<file path="config.mk">
export PLATFORM = sky130hd
export DESIGN_NAME = hazard_sequencer
export DESIGN_NICKNAME = d
export VERILOG_FILES = /design/src/rtl/pipe_pkg.sv /design/src/rtl/reg_scoreboard.sv /design/src/rtl/hazard_sequencer.sv
export SDC_FILE = /design/constraint.sdc
export NUM_CORES = 1
export LEC_CHECK = 0
export ABC_CLOCK_PERIOD_IN_PS = 4700
export BUFFER_PORTS_ARGS = -buffer_cell sky130_fd_sc_hd__buf_2
export CORE_MARGIN = 2
export CORE_UTILIZATION = 45
export CTS_BUF_LIST = sky130_fd_sc_hd__clkbuf_8
export CTS_CLUSTER_SIZE = 14
export DETAILED_ROUTE_END_ITERATION = 10
export GPL_TIMING_DRIVEN = 0
export PLACE_DENSITY = 0.64
export SLEW_MARGIN = 20
export SYNTH_ARGS = -nofsm -noshare
export SYNTH_HDL_FRONTEND = slang
export SYNTH_HIERARCHICAL = 1
export SYNTH_SLANG_ARGS = --single-unit
</file>
<file path="constraint.sdc">
create_clock -name clock -period 4.7 [get_ports clock]
set_input_delay 0.705 -clock clock [delete_from_list [all_inputs] [get_ports clock]]
set_output_delay 0.705 -clock clock [all_outputs]
set_load 0.03 [all_outputs]
</file>
<file path="src/rtl/pipe_pkg.sv">
`default_nettype none
// ============================================================================
// pipe_pkg: opcodes, control words, sequencer states and instruction decode
// Rev 1.0
// ============================================================================
package pipe_pkg;

  localparam int REG_AW = 5;

  localparam int OPC_HI = 31;
  localparam int OPC_LO = 26;
  localparam int RS_HI  = 25;
  localparam int RS_LO  = 21;
  localparam int RT_HI  = 20;
  localparam int RT_LO  = 16;
  localparam int RD_HI  = 15;
  localparam int RD_LO  = 11;

  localparam logic [5:0] OP_ADD = 6'h00;
  localparam logic [5:0] OP_SUB = 6'h01;
  localparam logic [5:0] OP_LI  = 6'h02;
  localparam logic [5:0] OP_SHL = 6'h03;
  localparam logic [5:0] OP_SHR = 6'h04;
  localparam logic [5:0] OP_AND = 6'h05;
  localparam logic [5:0] OP_OR  = 6'h06;
  localparam logic [5:0] OP_XOR = 6'h07;
  localparam logic [5:0] OP_BR  = 6'h08;
  localparam logic [5:0] OP_BNE = 6'h09;
  localparam logic [5:0] OP_MOV = 6'h0A;
  localparam logic [5:0] OP_ADI = 6'h0B;
  localparam logic [5:0] OP_MUL = 6'h0C;
  localparam logic [5:0] OP_HLT = 6'h0D;
  localparam logic [5:0] OP_NOP = 6'h0E;

  // One-hot ID/EX control words: bit position equals the opcode value
  localparam logic [15:0] CTRL_ADD = 16'h0001;
  localparam logic [15:0] CTRL_BR  = 16'h0100;
  localparam logic [15:0] CTRL_HLT = 16'h2000;
  localparam logic [15:0] CTRL_NOP = 16'h4000;

  typedef enum logic [2:0] {
    ST_RUN    = 3'd0,
    ST_STALL  = 3'd1,
    ST_FLUSH  = 3'd2,
    ST_DRAIN  = 3'd3,
    ST_HALTED = 3'd4
  } state_t;

  typedef struct packed {
    logic              uses_rs;
    logic              uses_rt;
    logic              writes;
    logic [REG_AW-1:0] dest;
    logic              is_hlt;
  } dec_t;

  function automatic dec_t decode(input logic [31:0] instr);
    dec_t d;
    d = '0;
    case (instr[OPC_HI:OPC_LO])
      OP_ADD, OP_SUB, OP_AND, OP_OR, OP_XOR, OP_MUL: begin
        d.uses_rs = 1'b1;
        d.uses_rt = 1'b1;
        d.writes  = 1'b1;
        d.dest    = instr[RD_HI:RD_LO];
      end
      OP_SHL, OP_SHR, OP_MOV: begin
        d.uses_rs = 1'b1;
        d.writes  = 1'b1;
        d.dest    = instr[RD_HI:RD_LO];
      end
      OP_LI: begin
        d.writes = 1'b1;
        d.dest   = instr[RT_HI:RT_LO];
      end
      OP_ADI: begin
        d.uses_rs = 1'b1;
        d.writes  = 1'b1;
        d.dest    = instr[RT_HI:RT_LO];
      end
      OP_BNE: begin
        d.uses_rs = 1'b1;
        d.uses_rt = 1'b1;
      end
      OP_HLT:  d.is_hlt = 1'b1;
      default: d = '0;
    endcase
    return d;
  endfunction

endpackage
`default_nettype wire

</file>
<file path="src/rtl/reg_scoreboard.sv">
`default_nettype none
// ============================================================================
// reg_scoreboard: pending-write busy vector, a same-cycle set beats a clear
// Rev 1.0
// ============================================================================
module reg_scoreboard import pipe_pkg::*; #(
  parameter int NUM_REGS = 32
) (
  input  logic                clock,
  input  logic                reset_n,
  input  logic                set_en,
  input  logic [REG_AW-1:0]   set_addr,
  input  logic                clr_en,
  input  logic [REG_AW-1:0]   clr_addr,
  output logic [NUM_REGS-1:0] busy
);

  logic [NUM_REGS-1:0] set_mask;
  logic [NUM_REGS-1:0] clr_mask;

  always_comb begin
    set_mask = '0;
    clr_mask = '0;
    if (set_en) set_mask[set_addr] = 1'b1;
    if (clr_en) clr_mask[clr_addr] = 1'b1;
  end

  always_ff @(posedge clock or negedge reset_n) begin
    if (!reset_n) busy <= '0;
    else          busy <= (busy & ~clr_mask) | set_mask;
  end

endmodule
`default_nettype wire

</file>
<file path="src/rtl/hazard_sequencer.sv">
`default_nettype none
// ============================================================================
// hazard_sequencer: ID-stage issue/stall/flush/halt control with stall stats
// Rev 1.0
// ============================================================================
module hazard_sequencer import pipe_pkg::*; #(
  parameter int NUM_REGS     = 32,
  parameter int FLUSH_CYCLES = 2,
  parameter int STALL_LIMIT  = 255
) (
  input  logic              clock,
  input  logic              reset_n,
  input  logic              id_valid,
  input  logic [31:0]       id_instr,
  input  logic              wb_valid,
  input  logic [REG_AW-1:0] wb_addr,
  input  logic              br_taken,
  output logic              issue,
  output logic              stall,
  output logic              bubble,
  output logic              flush,
  output logic              halted,
  output logic              stall_timeout,
  output logic [15:0]       stall_cycles
);

  localparam int              RW      = $clog2(STALL_LIMIT + 1);
  localparam logic [2:0]      FL_LOAD = 3'(FLUSH_CYCLES - 1);
  localparam logic [RW-1:0]   RL_MAX  = RW'(STALL_LIMIT);
  localparam logic [RW-1:0]   RL_LAST = RW'(STALL_LIMIT - 1);

  state_t              state;
  logic [2:0]          flush_cnt;
  logic [RW-1:0]       run_len;
  logic [NUM_REGS-1:0] busy;
  logic [NUM_REGS-1:0] wb_mask;
  logic [NUM_REGS-1:0] busy_after_wb;
  dec_t                dec;
  logic [REG_AW-1:0]   rs;
  logic [REG_AW-1:0]   rt;
  logic                hazard;
  logic                run_like;
  logic                blocked;
  logic                take_br;
  logic                frozen;

  always_comb begin
    wb_mask = '0;
    if (wb_valid) wb_mask[wb_addr] = 1'b1;
  end

  // Write-first register file: a register retiring this cycle is already safe
  assign busy_after_wb = busy & ~wb_mask;
  assign dec           = decode(id_instr);
  assign rs            = id_instr[RS_HI:RS_LO];
  assign rt            = id_instr[RT_HI:RT_LO];
  assign hazard        = (dec.uses_rs & busy_after_wb[rs]) |
                         (dec.uses_rt & busy_after_wb[rt]) |
                         (dec.writes  & busy_after_wb[dec.dest]);

  // Outputs are gated by reset_n so they drop the instant reset asserts
  assign run_like = reset_n & ((state == ST_RUN) | (state == ST_STALL));
  assign frozen   = reset_n & ((state == ST_DRAIN) | (state == ST_HALTED));
  assign take_br  = run_like & br_taken;
  assign blocked  = run_like & ~br_taken & id_valid & hazard;
  assign issue    = run_like & ~br_taken & id_valid & ~hazard;
  assign stall    = blocked | frozen;
  assign flush    = reset_n & (state == ST_FLUSH);
  assign bubble   = blocked | take_br | flush | frozen;
  assign halted   = reset_n & (state == ST_HALTED);

  reg_scoreboard #(.NUM_REGS(NUM_REGS)) u_scoreboard (
    .clock    (clock),
    .reset_n  (reset_n),
    .set_en   (issue & dec.writes),
    .set_addr (dec.dest),
    .clr_en   (wb_valid),
    .clr_addr (wb_addr),
    .busy     (busy)
  );

  always_ff @(posedge clock or negedge reset_n) begin
    if (!reset_n) begin
      state     <= ST_RUN;
      flush_cnt <= '0;
    end else begin
      case (state)
        ST_RUN, ST_STALL: begin
          if (br_taken) begin
            state     <= ST_FLUSH;
            flush_cnt <= FL_LOAD;
          end else if (issue && dec.is_hlt) begin
            state <= ST_DRAIN;
          end else if (blocked) begin
            state <= ST_STALL;
          end else begin
            state <= ST_RUN;
          end
        end
        ST_FLUSH: begin
          if (br_taken)              flush_cnt <= FL_LOAD;
          else if (flush_cnt == '0)  state     <= ST_RUN;
          else                       flush_cnt <= flush_cnt - 3'd1;
        end
        ST_DRAIN: begin
          if (busy_after_wb == '0) state <= ST_HALTED;
        end
        ST_HALTED: state <= ST_HALTED;
        default:   state <= ST_RUN;
      endcase
    end
  end

  // Halted cycles still count toward the total but not toward the timeout run
  always_ff @(posedge clock or negedge reset_n) begin
    if (!reset_n) begin
      stall_cycles  <= '0;
      run_len       <= '0;
      stall_timeout <= 1'b0;
    end else begin
      if (stall && (stall_cycles != 16'hFFFF)) stall_cycles <= stall_cycles + 16'd1;
      if (!stall) begin
        run_len <= '0;
      end else if (state != ST_HALTED) begin
        if (run_len != RL_MAX)   run_len       <= run_len + RW'(1);
        if (run_len >= RL_LAST)  stall_timeout <= 1'b1;
      end
    end
  end

endmodule
`default_nettype wire

</file>
* Word-level counts from Yosys, hierarchy flattened
Cells that the tools add are included.
** Operators by class
- Add/sub/neg operators :: 3
- Magnitude comparators :: 7
- Reduce and logical (&&, ||, !) cells :: 18
- Equal/unequal tests :: 26
- Multiplexer cells :: 30
- Bitwise logic cells :: 26
** Operators by type and width (number)
- 32-bit 2-to-1 mux :: 2
- 32-bit bitwise AND :: 1
- 32-bit zero test :: 1
- 32-bit NOT :: 1
- 32-bit OR :: 1
- 6-bit by 4-bit == test with 1-bit output (second input constant) :: 5
- 6-bit by 3-bit == test with 1-bit output (second input constant) :: 4
- 5-bit by 6-bit less-than comparator with 1-bit output (second input constant) :: 4
- 8-bit 2-to-1 mux :: 3
- 3-bit 2-to-1 mux :: 6
- 16-bit by 1-bit adder with 16-bit output (second input constant) :: 1
- 16-bit != test (second input constant) :: 1
- 1-bit binary-select mux with 5-bit select :: 3
- 1-bit bitwise AND :: 13
- 6-bit by 2-bit == test with 1-bit output (second input constant) :: 2
- 3-bit case mux with 4 select lines :: 1
- 6-bit case mux with 2 select lines :: 1
- 11-bit OR reduction :: 1
- 1-bit demux with 5-bit select :: 2
- 5-bit by 1-bit greater-or-equal comparator with 1-bit output (second input constant) :: 2
- 1-bit 2-to-1 mux :: 9
- 3-bit AND reduction :: 3
- 9-bit OR reduction :: 1
- 8-bit by 1-bit adder with 8-bit output (second input constant) :: 1
- other kinds (21) :: 41
** Storage, ports and cells
- Logic and storage cells :: 116
- Bits in registers :: 63
- Output and inout bits :: 22
- Bits of input ports :: 42

* Logic depth before layout (Yosys ltp)
Gate-level depths: netlist of the first run.
- Word-level depth :: 18
- Gate-level depth with buffers :: 16
- Depth with buffers taken out :: 12

* Hierarchy
The synthesis of the first run kept the hierarchy.
** By module, submodules not included
- hazard_sequencer :: cells an instance 452, area each 3643.5 um^2, seq. area each 775.7 um^2, instances 1
- reg_scoreboard :: cells an instance 123, area each 1307.5 um^2, seq. area each 800.8 um^2, instances 1

* Worst setup path before layout of the first run
Ideal clock, no wire load.
- Kind :: input -> output
- Start point :: input id_instr[26]
- End point :: output stall
- Setup slack :: 717 ps
- Arrival time :: 3278 ps
- Path buffers :: 3
- Data required time :: 3995 ps
- Stages on the path :: 14
- Cells stage by stage :: buf_2 > nor3_1 > o21ai_2 > a32oi_4 > inv_2 > buf_6 > mux2i_1 > mux2i_1 > o22ai_1 > nor4b_2 > o31ai_4 > a22oi_2 > buf_2 > inv_1
** RTL lines
- from (decl) :: RTL line hazard_sequencer.sv:14 : input logic [31:0] id_instr,
- to (decl) :: RTL line hazard_sequencer.sv:19 : output logic stall,

* Worst setup path after layout of the first run
- Start point :: input wb_addr[0]
- End point :: output stall
** On the way
- Longest elaborated chain between the ends :: 14
- Elaborated cells between the ends (all ways) :: 21
- Those cells by class :: 2 x order compare; 9 x mux; 9 x bitwise; 1 x reduce/logical
** Ends and longest elaborated chain
- from (decl) :: RTL line hazard_sequencer.sv:16 : input logic [REG_AW-1:0] wb_addr,
- 5-bit by 6-bit less-than comparator with 1-bit output (not written as such) / 5-bit by 1-bit greater-or-equal comparator with 1-bit output (equally long branches) :: RTL line hazard_sequencer.sv:49 : if (wb_valid) wb_mask[wb_addr] = 1'b1;
- 1-bit logical AND (not written as such) :: RTL line hazard_sequencer.sv:49
- 1-bit 2-to-1 mux (not written as such) :: RTL line hazard_sequencer.sv:49
- 1-bit demux with 5-bit select (*) :: RTL line hazard_sequencer.sv:49
- 32-bit 2-to-1 mux (*) :: RTL line hazard_sequencer.sv:49
- 32-bit NOT (*) :: RTL line hazard_sequencer.sv:53 : assign busy_after_wb = busy & ~wb_mask;
- 32-bit bitwise AND (*) :: RTL line hazard_sequencer.sv:53
- 1-bit binary-select mux with 5-bit select (on tied branches) :: RTL line hazard_sequencer.sv:57, hazard_sequencer.sv:58
- 1-bit 2-to-1 mux (on tied branches) :: RTL line hazard_sequencer.sv:57, hazard_sequencer.sv:58
- 1-bit bitwise AND (on tied branches) :: RTL line hazard_sequencer.sv:57, hazard_sequencer.sv:58
- 1-bit OR :: RTL line hazard_sequencer.sv:57 : assign hazard = (dec.uses_rs & busy_after_wb[rs]) |
- 1-bit OR (*) :: RTL line hazard_sequencer.sv:58 : (dec.uses_rt & busy_after_wb[rt]) |
- 1-bit bitwise AND (*) :: RTL line hazard_sequencer.sv:65 : assign blocked = run_like & ~br_taken & id_valid & hazard;
- 1-bit OR (*) :: RTL line hazard_sequencer.sv:67 : assign stall = blocked | frozen;
Every way passes the cells marked *; elsewhere a longest branch is shown, timed or not. The select of a mux whose other input is x is not followed.

==> reports/results.ini, run 1 <==
[sta]
fin_worst_hold_slack_ns = 0.3005
slew_headroom = 0.5169
worstMarginPinSlew_ns = 0.7219
final.setup_skew_ns = 0.01335
finalCritPeriodShare = 0.9733
setup-violations-final = 0
setup_ws_ns = 0.1254
totalNegativeSetupSlack_ns = 0
slew_violations = 0
number_of_hold_violations_in_the_final_report = 0
rsz0062_at_grt = false
layout_min_cycle_time_ns = 4.575
clock.fmax_mhz = 218.6

[cells_and_area]
post_route_cells_drive_above_1_share = 0.1774
design.final.nets = 681
stdcell_count = 777
area_growth_syn_to_layout_pct = 12.74
antenna_cells = 0

[routing]
detail_route.first_pass.iterations = 6
routed-via-count = 4929
detail_route.drc_violations = 0
routed_wirelength_mm = 15.33
final_antenna_violating_net_count = 0
detailed_router_s_first_iteration_violation_count = 499
routed_wire_length_per_instance_um = 19.73
viasPerCell = 6.344

[logic_synthesis]
synth_flop_cell = sky130_fd_sc_hd__dfrtp_1
synth.yosys.warnings = 6
synth_edf_count = 0
seq_area_frac_synth = 0.3184
post_synth_num_cell_types = 67
synth.cell_area_um2 = 4951
synth.ff_latch_count = 63
post_synth_net_total = 622
synth_cells = 575
synth_area_per_cell_um2 = 8.610
postSynth.asyncResetShare = 1.000

[place]
place_congestion = 1.016
pre_cts_ws_ns = -0.01369
detailed_place_hpwl_mm = 11.72
buffer_ports.inserted = 46
placed_cells = 762

[floorplan]
ios = 64
floorplan.die_area_um2 = 11860
core_region_area_um2 = 10790
width_of_the_die_um = 108.9
floorplan.initialDensity = 0.4587
floorplan.rows = 38
dieHeight_um = 108.9

[grt]
initial_antenna_violation_count = 0
first_global_vias = 4602
grt-ovfl-total = 0
grt_first_pass_wirelength_mm = 24.24
total_routing_usage_reported_by_global_routing = 0.2659
grt_max_degree = 37

[worst_setup_path]
critPathArrivalTime_ns = 3.87
critPathLaunchType = primary input
maximum_fanout_count_along_the_critical_path = 10
crit_required_ns = 3.99
cp-end-kind = primary output
path_class = in -> out
timing.reg2reg.setup_slack_ns = 1.38

[clocking]
insertion_delay_ns = 0.34
cts_tree = done
cts_made_buffers = 9
cts_hold_buf = 0
htreeDepth = 3
clockRootBuffer = sky130_fd_sc_hd__clkbuf_8
clock_tree.buffer_depth = 2
numClockSinks = 63
clk_pin_slew_worst_paths_ns = 0.07

[pwr]
vdd_drop_max_mv = 0.2244
power-per-cell-area_nw_per_um2 = 245.3
fin_total_pwr_mw = 1.369
cellLeakagePower_nw = 2.377

[worst_hold_path]
hold_crit_path_type = in -> async

[run]
max_cap_viol_count = 0

[run_status]
status = finished, final reports clean

[cell type report]
class	instances	area [um^2]
Clock inverter	4	48.80
Fill cell	1040	5211
Clock buffer	10	137.6
Timing Repair Buffer	48	260.3
Sequential cell	63	1577
Buffer	19	106.4
Tap cell	140	175.2
Multi-Input combinational cell	477	3214
Inverter	16	62.56
[cell usage after synthesis (3+ instances only)]
| cell type | n | area, um^2 |
|---|---|---|
| sky130_fd_sc_hd__nand3_1 | 20 | 100.1 |
| sky130_fd_sc_hd__or2_2 | 4 | 25.02 |
| sky130_fd_sc_hd__nor4b_1 | 3 | 26.28 |
| sky130_fd_sc_hd__a22oi_1 | 3 | 22.52 |
| sky130_fd_sc_hd__buf_2 | 7 | 35.03 |
| sky130_fd_sc_hd__xnor2_1 | 8 | 70.07 |
| sky130_fd_sc_hd__and2_1 | 5 | 31.28 |
| sky130_fd_sc_hd__mux2i_1 | 29 | 290.3 |
| sky130_fd_sc_hd__or3_1 | 6 | 37.54 |
| sky130_fd_sc_hd__ha_1 | 5 | 62.56 |
| sky130_fd_sc_hd__o221ai_1 | 18 | 157.7 |
| sky130_fd_sc_hd__a21oi_1 | 8 | 40.04 |
| sky130_fd_sc_hd__buf_6 | 3 | 33.78 |
| sky130_fd_sc_hd__o211ai_1 | 3 | 22.52 |
| sky130_fd_sc_hd__nor4b_2 | 4 | 60.06 |
| sky130_fd_sc_hd__inv_1 | 14 | 52.55 |
| sky130_fd_sc_hd__nor3b_1 | 4 | 30.03 |
| sky130_fd_sc_hd__mux2_2 | 14 | 157.7 |
| sky130_fd_sc_hd__or3b_1 | 7 | 61.31 |
| sky130_fd_sc_hd__and3_1 | 5 | 31.28 |
| sky130_fd_sc_hd__nand3b_1 | 11 | 82.58 |
| sky130_fd_sc_hd__xor2_1 | 15 | 131.4 |
| sky130_fd_sc_hd__a211oi_1 | 4 | 30.03 |
| sky130_fd_sc_hd__a311oi_1 | 3 | 26.28 |
| sky130_fd_sc_hd__o21ai_1 | 25 | 125.1 |
| sky130_fd_sc_hd__a31oi_1 | 4 | 25.02 |
| sky130_fd_sc_hd__nor2b_1 | 6 | 37.54 |
| sky130_fd_sc_hd__nand4_1 | 11 | 68.82 |
| sky130_fd_sc_hd__nor2_1 | 47 | 176.4 |
| sky130_fd_sc_hd__o2111ai_1 | 4 | 35.03 |
| sky130_fd_sc_hd__dfrtp_1 | 63 | 1577 |
| sky130_fd_sc_hd__mux4_2 | 4 | 90.09 |
| sky130_fd_sc_hd__nand2b_1 | 18 | 112.6 |
| sky130_fd_sc_hd__nor3_1 | 17 | 85.08 |
| sky130_fd_sc_hd__o21ai_0 | 78 | 390.4 |
| sky130_fd_sc_hd__nand2_1 | 46 | 172.7 |
| sky130_fd_sc_hd__clkbuf_1 | 7 | 26.28 |
| sky130_fd_sc_hd__o22ai_1 | 5 | 31.28 |
[worst paths after layout]
| kind | start | end | cells past startpoint |
|---|---|---|---|
| min | reset_n | u_scoreboard/busy[30]$_DFF_PN0_ | 1 |
| min in group clock | stall_timeout$_DFFE_PN0P_ | stall_timeout$_DFFE_PN0P_ | 1 |
| max | wb_addr[0] | stall | 14 |
| max in group asynchronous | reset_n | state[1]$_DFFE_PN0P_ | 2 |
| max reg2reg | u_scoreboard/busy[11]$_DFF_PN0_ | u_scoreboard/busy[14]$_DFF_PN0_ | 11 |
| min reg2reg | stall_timeout$_DFFE_PN0P_ | stall_timeout$_DFFE_PN0P_ | 1 |
[where the power goes]
| part | internal, mW | switching (mW) | total (mW) |
|---|---|---|---|
| clock | 0.251 | 0.202 | 0.454 |
| combinational | 0.117 | 0.203 | 0.320 |
| sequential | 0.567 | 0.0283 | 0.595 |
[flip-flops by register name, indices dropped and copies added (netlist names)]
register and flops:
flush_cnt 3, run_len 8, stall_cycles 16, stall_timeout 1
state 3, u_scoreboard/busy 32
[cells by family after synthesis]
| group | after synthesis | share of synthesized area |
|---|---|---|
| AOI/OAI and AO/OA | 175 | 0.2282 |
| xor gates and xnor gates | 24 | 0.04397 |
| adders and majority gates | 5 | 0.01264 |
| buffers and inverters | 35 | 0.03412 |
| DFF | 63 | 0.3184 |
| muxes | 48 | 0.1109 |
| and+or+nand+nor | 225 | 0.2517 |
[stage by stage]
stage | utilization | area, um^2
2_1_floorplan | - | 4951
6_report | 0.5172 | 5582
3_3_place_gp | 0.4963 | 5356
4_1_cts | 0.5157 | 5565
3_5_place_dp | 0.4984 | 5379
5_1_grt | 0.5172 | 5582
[routing by layer]
layer	part of all wire	global-route usage
met2	0.46	0.4068
met1	0.45	0.3783
met5	0	0
met3	0.068	0.04483
met4	0.026	0.09341
[placed cells by master, fill, tap and decap left out, drive strengths merged, types with 5 or more instances in the layout]
master  count
nor3       17
o22ai       5
buf        60
dfrtp      63
nand2      46
nand4      11
a21oi       8
ha          5
and3        5
nor4b       7
nor2b       6
clkbuf     17
o221ai     18
xor2       15
nand2b     18
xnor2       9
o21ai     104
inv        17
or3         6
nand3b     11
nand3      20
mux2       15
or3b        7
mux2i      29
and2        6
nor2       47
[repair_timing]
item / in CTS / in global routing
setup buffers: 0 / 1
endpoints found under the hold margin: 0 / 0
gates resized for setup: 1 / 6
pin swaps: 0 / 1
endpoints found under the setup margin: 1 / 1
[critical path, cell delays in order]
cell and delay (ns):
sky130_fd_sc_hd__buf_2 0.15, sky130_fd_sc_hd__clkbuf_1 0.47, sky130_fd_sc_hd__inv_1 0.31, sky130_fd_sc_hd__nand2_1 0.30
sky130_fd_sc_hd__o211ai_1 0.12, sky130_fd_sc_hd__nand3_1 0.15, sky130_fd_sc_hd__o2111ai_1 0.20, sky130_fd_sc_hd__or4_1 0.48
sky130_fd_sc_hd__o22a_1 0.26, sky130_fd_sc_hd__o31ai_4 0.10, sky130_fd_sc_hd__a22oi_2 0.14, sky130_fd_sc_hd__buf_2 0.20
sky130_fd_sc_hd__inv_1 0.08, sky130_fd_sc_hd__buf_2 0.19
Power figures use the tool's default switching activity.
==> run 2, diff against run 1 <==
--- a/config.mk
+++ b/config.mk
@@ -14,6 +14,7 @@
 export DETAILED_ROUTE_END_ITERATION = 10
 export GPL_TIMING_DRIVEN = 0
 export PLACE_DENSITY = 0.64
+export REMOVE_ABC_BUFFERS = 1
 export SLEW_MARGIN = 20
 export SYNTH_ARGS = -nofsm -noshare
 export SYNTH_HDL_FRONTEND = slang
==> reports/results.ini, run 2 (synthesis gave the netlist of run 1 again) <==
[worst_setup_path]
path_class = in -> out
maximum_fanout_count_along_the_critical_path = 8  ; -2
crit_required_ns = 3.99  ; about the same
worstPathCellList = buf_2, and2_1, o21ai_2, and3_1, a21oi_1, o21ai_0, o21ai_0, nor4b_2, o31ai_4, a22oi_2, inv_1, buf_2
terminus_of_the_critical_flop_to_flop_path = stall_cycles[7]$_DFFE_PN0P_
critPathArrivalTime_ns = 3.69  ; -0.18 ns
crit_path_max_incr_delay_ns = 0.47  ; about the same
cp-end-kind = primary output
timing.rr.start = u_scoreboard/busy[10]$_DFF_PN0_
worst_path_max_delay_cell = sky130_fd_sc_hd__o21ai_0
critPathLaunchType = primary input
worst_r2r_path_depth = 12  ; +1
timing.reg2reg.setup_slack_ns = 1.32  ; -0.06 ns

[sta]
worstMarginPinSlew_ns = 0.7518  ; +0.02991 ns
number_of_hold_violations_in_the_final_report = 0  ; unchanged
final.setup_skew_ns = 0.01263  ; -0.0007117 ns
setup_ws_ns = 0.3024  ; +0.1770 ns
slew_headroom = 0.4920  ; -0.02499
finalCritPeriodShare = 0.9357  ; -0.03766
clock.fmax_mhz = 227.4  ; +4.0%
setup-violations-final = 0  ; unchanged
layout_min_cycle_time_ns = 4.398  ; -0.1770 ns
totalNegativeSetupSlack_ns = 0  ; unchanged
rsz0062_at_grt = false
slew_violations = 0  ; unchanged

[cells_and_area]
fin_util = 0.5133  ; -0.003825
area_growth_syn_to_layout_pct = 11.90
largest_reg_flops = 32  ; unchanged
antenna_cells = 0  ; unchanged
design.final.nets = 670  ; -1.6%
post_route_cells_drive_above_1_share = 0.1752  ; -0.002235
registers.top_by_ff_count = u_scoreboard/busy
layout.cells.most_common = sky130_fd_sc_hd__o21ai_0
final_cell_mix = 78 x sky130_fd_sc_hd__o21ai_0, 63 x sky130_fd_sc_hd__dfrtp_1, 51 x sky130_fd_sc_hd__buf_2, 47 x sky130_fd_sc_hd__nor2_1, 46 x sky130_fd_sc_hd__nand2_1
reg.largest.list = u_scoreboard/busy x32, stall_cycles x16, run_len x8

[pwr]
cellLeakagePower_nw = 2.365  ; -0.50%
clock_power_share = 0.347  ; +0.015
p_int_uw = 953.7  ; +2.0%
power-per-cell-area_nw_per_um2 = 252.9  ; +3.1%
vdd_drop_max_mv = 0.1772  ; -21%
fraction_of_power_consumed_by_sequential_logic = 0.426  ; -0.009
power_switching_uw = 447.2  ; +3.1%
sw_frac_of_total = 0.3192  ; +0.002366
pwr-share-comb = 0.226  ; -0.008

[clocking]
numClockSinks = 63  ; unchanged
insertion_delay_ns = 0.35  ; about the same
cts_tree = done
clk_pin_slew_worst_paths_ns = 0.07  ; about the same
clock_tree.buffer_depth = 2  ; unchanged
cts_hold_buf = 0  ; unchanged
htreeDepth = 3  ; unchanged
cts_made_buffers = 9  ; unchanged
clockRootBuffer = sky130_fd_sc_hd__clkbuf_8

[place]
buffer_ports.inserted = 52  ; +13%
detailed_place_hpwl_mm = 11.36  ; -3.1%
pre_cts_ws_ns = -0.3690  ; -0.3553 ns
place_congestion = 1.027  ; +1.1%

[grt]
grt_max_degree = 61  ; +65%
grt-ovfl-total = 0  ; unchanged
total_routing_usage_reported_by_global_routing = 0.2696  ; +0.003734
grt_first_pass_wirelength_mm = 24.52  ; +1.2%
initial_antenna_violation_count = 0  ; unchanged
first_global_vias = 4714  ; +2.4%

[floorplan]
floorplan.die_area_um2 = 11860  ; unchanged
floorplan.rows = 38  ; unchanged
core_region_area_um2 = 10790  ; unchanged
ios = 64  ; unchanged
floorplan.initialDensity = 0.4587  ; unchanged
dieHeight_um = 108.9  ; unchanged
width_of_the_die_um = 108.9  ; unchanged

[routing]
routed_wire_length_per_instance_um = 20.24  ; +2.6%
detail_route.drc_violations = 0  ; unchanged
viasPerCell = 6.413  ; +1.1%
final_antenna_violating_net_count = 0  ; unchanged
detailed_router_s_first_iteration_violation_count = 536  ; +7.4%
routed-via-count = 4925  ; -0.081%
detail_route.first_pass.iterations = 5  ; -1
routed_wirelength_mm = 15.54  ; +1.4%

[worst_hold_path]
hold_crit_path_type = in -> async

[run_status]
status = finished, final reports clean

[run]
max_cap_viol_count = 0  ; unchanged

==> run 2: worst max path at each step <==
stage,endpoint,slack [ns],startpoint
6_report,stall,0.30,id_instr[28]
5_1_grt,stall,0.14,id_instr[28]
4_1_cts,stall,0.01,id_instr[16]
3_5_place_dp,stall,-0.37,id_instr[31]
3_3_place_gp,stall,-0.29,id_instr[31]
2_1_floorplan,stall,0.52,id_instr[28]
==> run 2: metrics by stage <==
stage | hold slack, ns | area, um^2 | std cells | power (mW)
detailed placement | 0.4611 | 5310 | 749 | 0.9190
global placement | 0.4484 | 5280 | 748 | 0.9034
floorplan | 0.4094 | 4845 | 556 | 0.7955
finish | 0.1899 | 5540 | 768 | 1.401
CTS | 0.1814 | 5525 | 766 | 1.408
global route | 0.1802 | 5540 | 768 | 1.469
==> run 2: worst max-delay path: cells and delay by family <==
| kind | cells | cell delay (ns) |
|---|---|---|
| buf+inv | 3 | 0.42 |
| simple gates | 3 | 0.79 |
| compound gates | 6 | 1.76 |
==> run 2: layout make-up <==
type / instances / area, um^2
repair buffers: 55 / 305.3
fillers: 1046 / 5253
well taps: 140 / 175.2
clock inverters: 5 / 56.30
flip-flops and latches: 63 / 1577
clock buffers: 11 / 151.4
inverters: 16 / 62.56
multi-input cells: 478 / 3213
==> run 2: power groups by stage <==
| stage | logic [mW] | registers, mW | clock network [mW] |
|---|---|---|---|
| after global placement | 0.299 | 0.604 | 0 |
| after CTS | 0.315 | 0.596 | 0.497 |
| final | 0.317 | 0.597 | 0.487 |
| after global routing | 0.346 | 0.601 | 0.522 |
| after detailed placement | 0.313 | 0.606 | 0 |
| after floorplan | 0.187 | 0.609 | 0 |
==> run 2: what timing repair did <==
| action | 4_1_cts | 5_1_grt |
|---|---|---|
| buffers inserted | 0 | 1 |
| resized for setup | 0 | 1 |
| endpoints found under the setup margin | 1 | 1 |
| pin swaps | 1 | 1 |
| gates cloned | 1 | 0 |
==> run 2: layer usage <==
| layer | vias up | wire, um | track usage |
|---|---|---|---|
| met3 | 25 | 1203 | 0.04662 |
| met2 | 215 | 7129 | 0.4201 |
| met1 | 2414 | 6866 | 0.3685 |
| met5 | - | 0 | 0 |
| met4 | 0 | 346 | 0.1145 |
| li1 | 2271 | - | - |
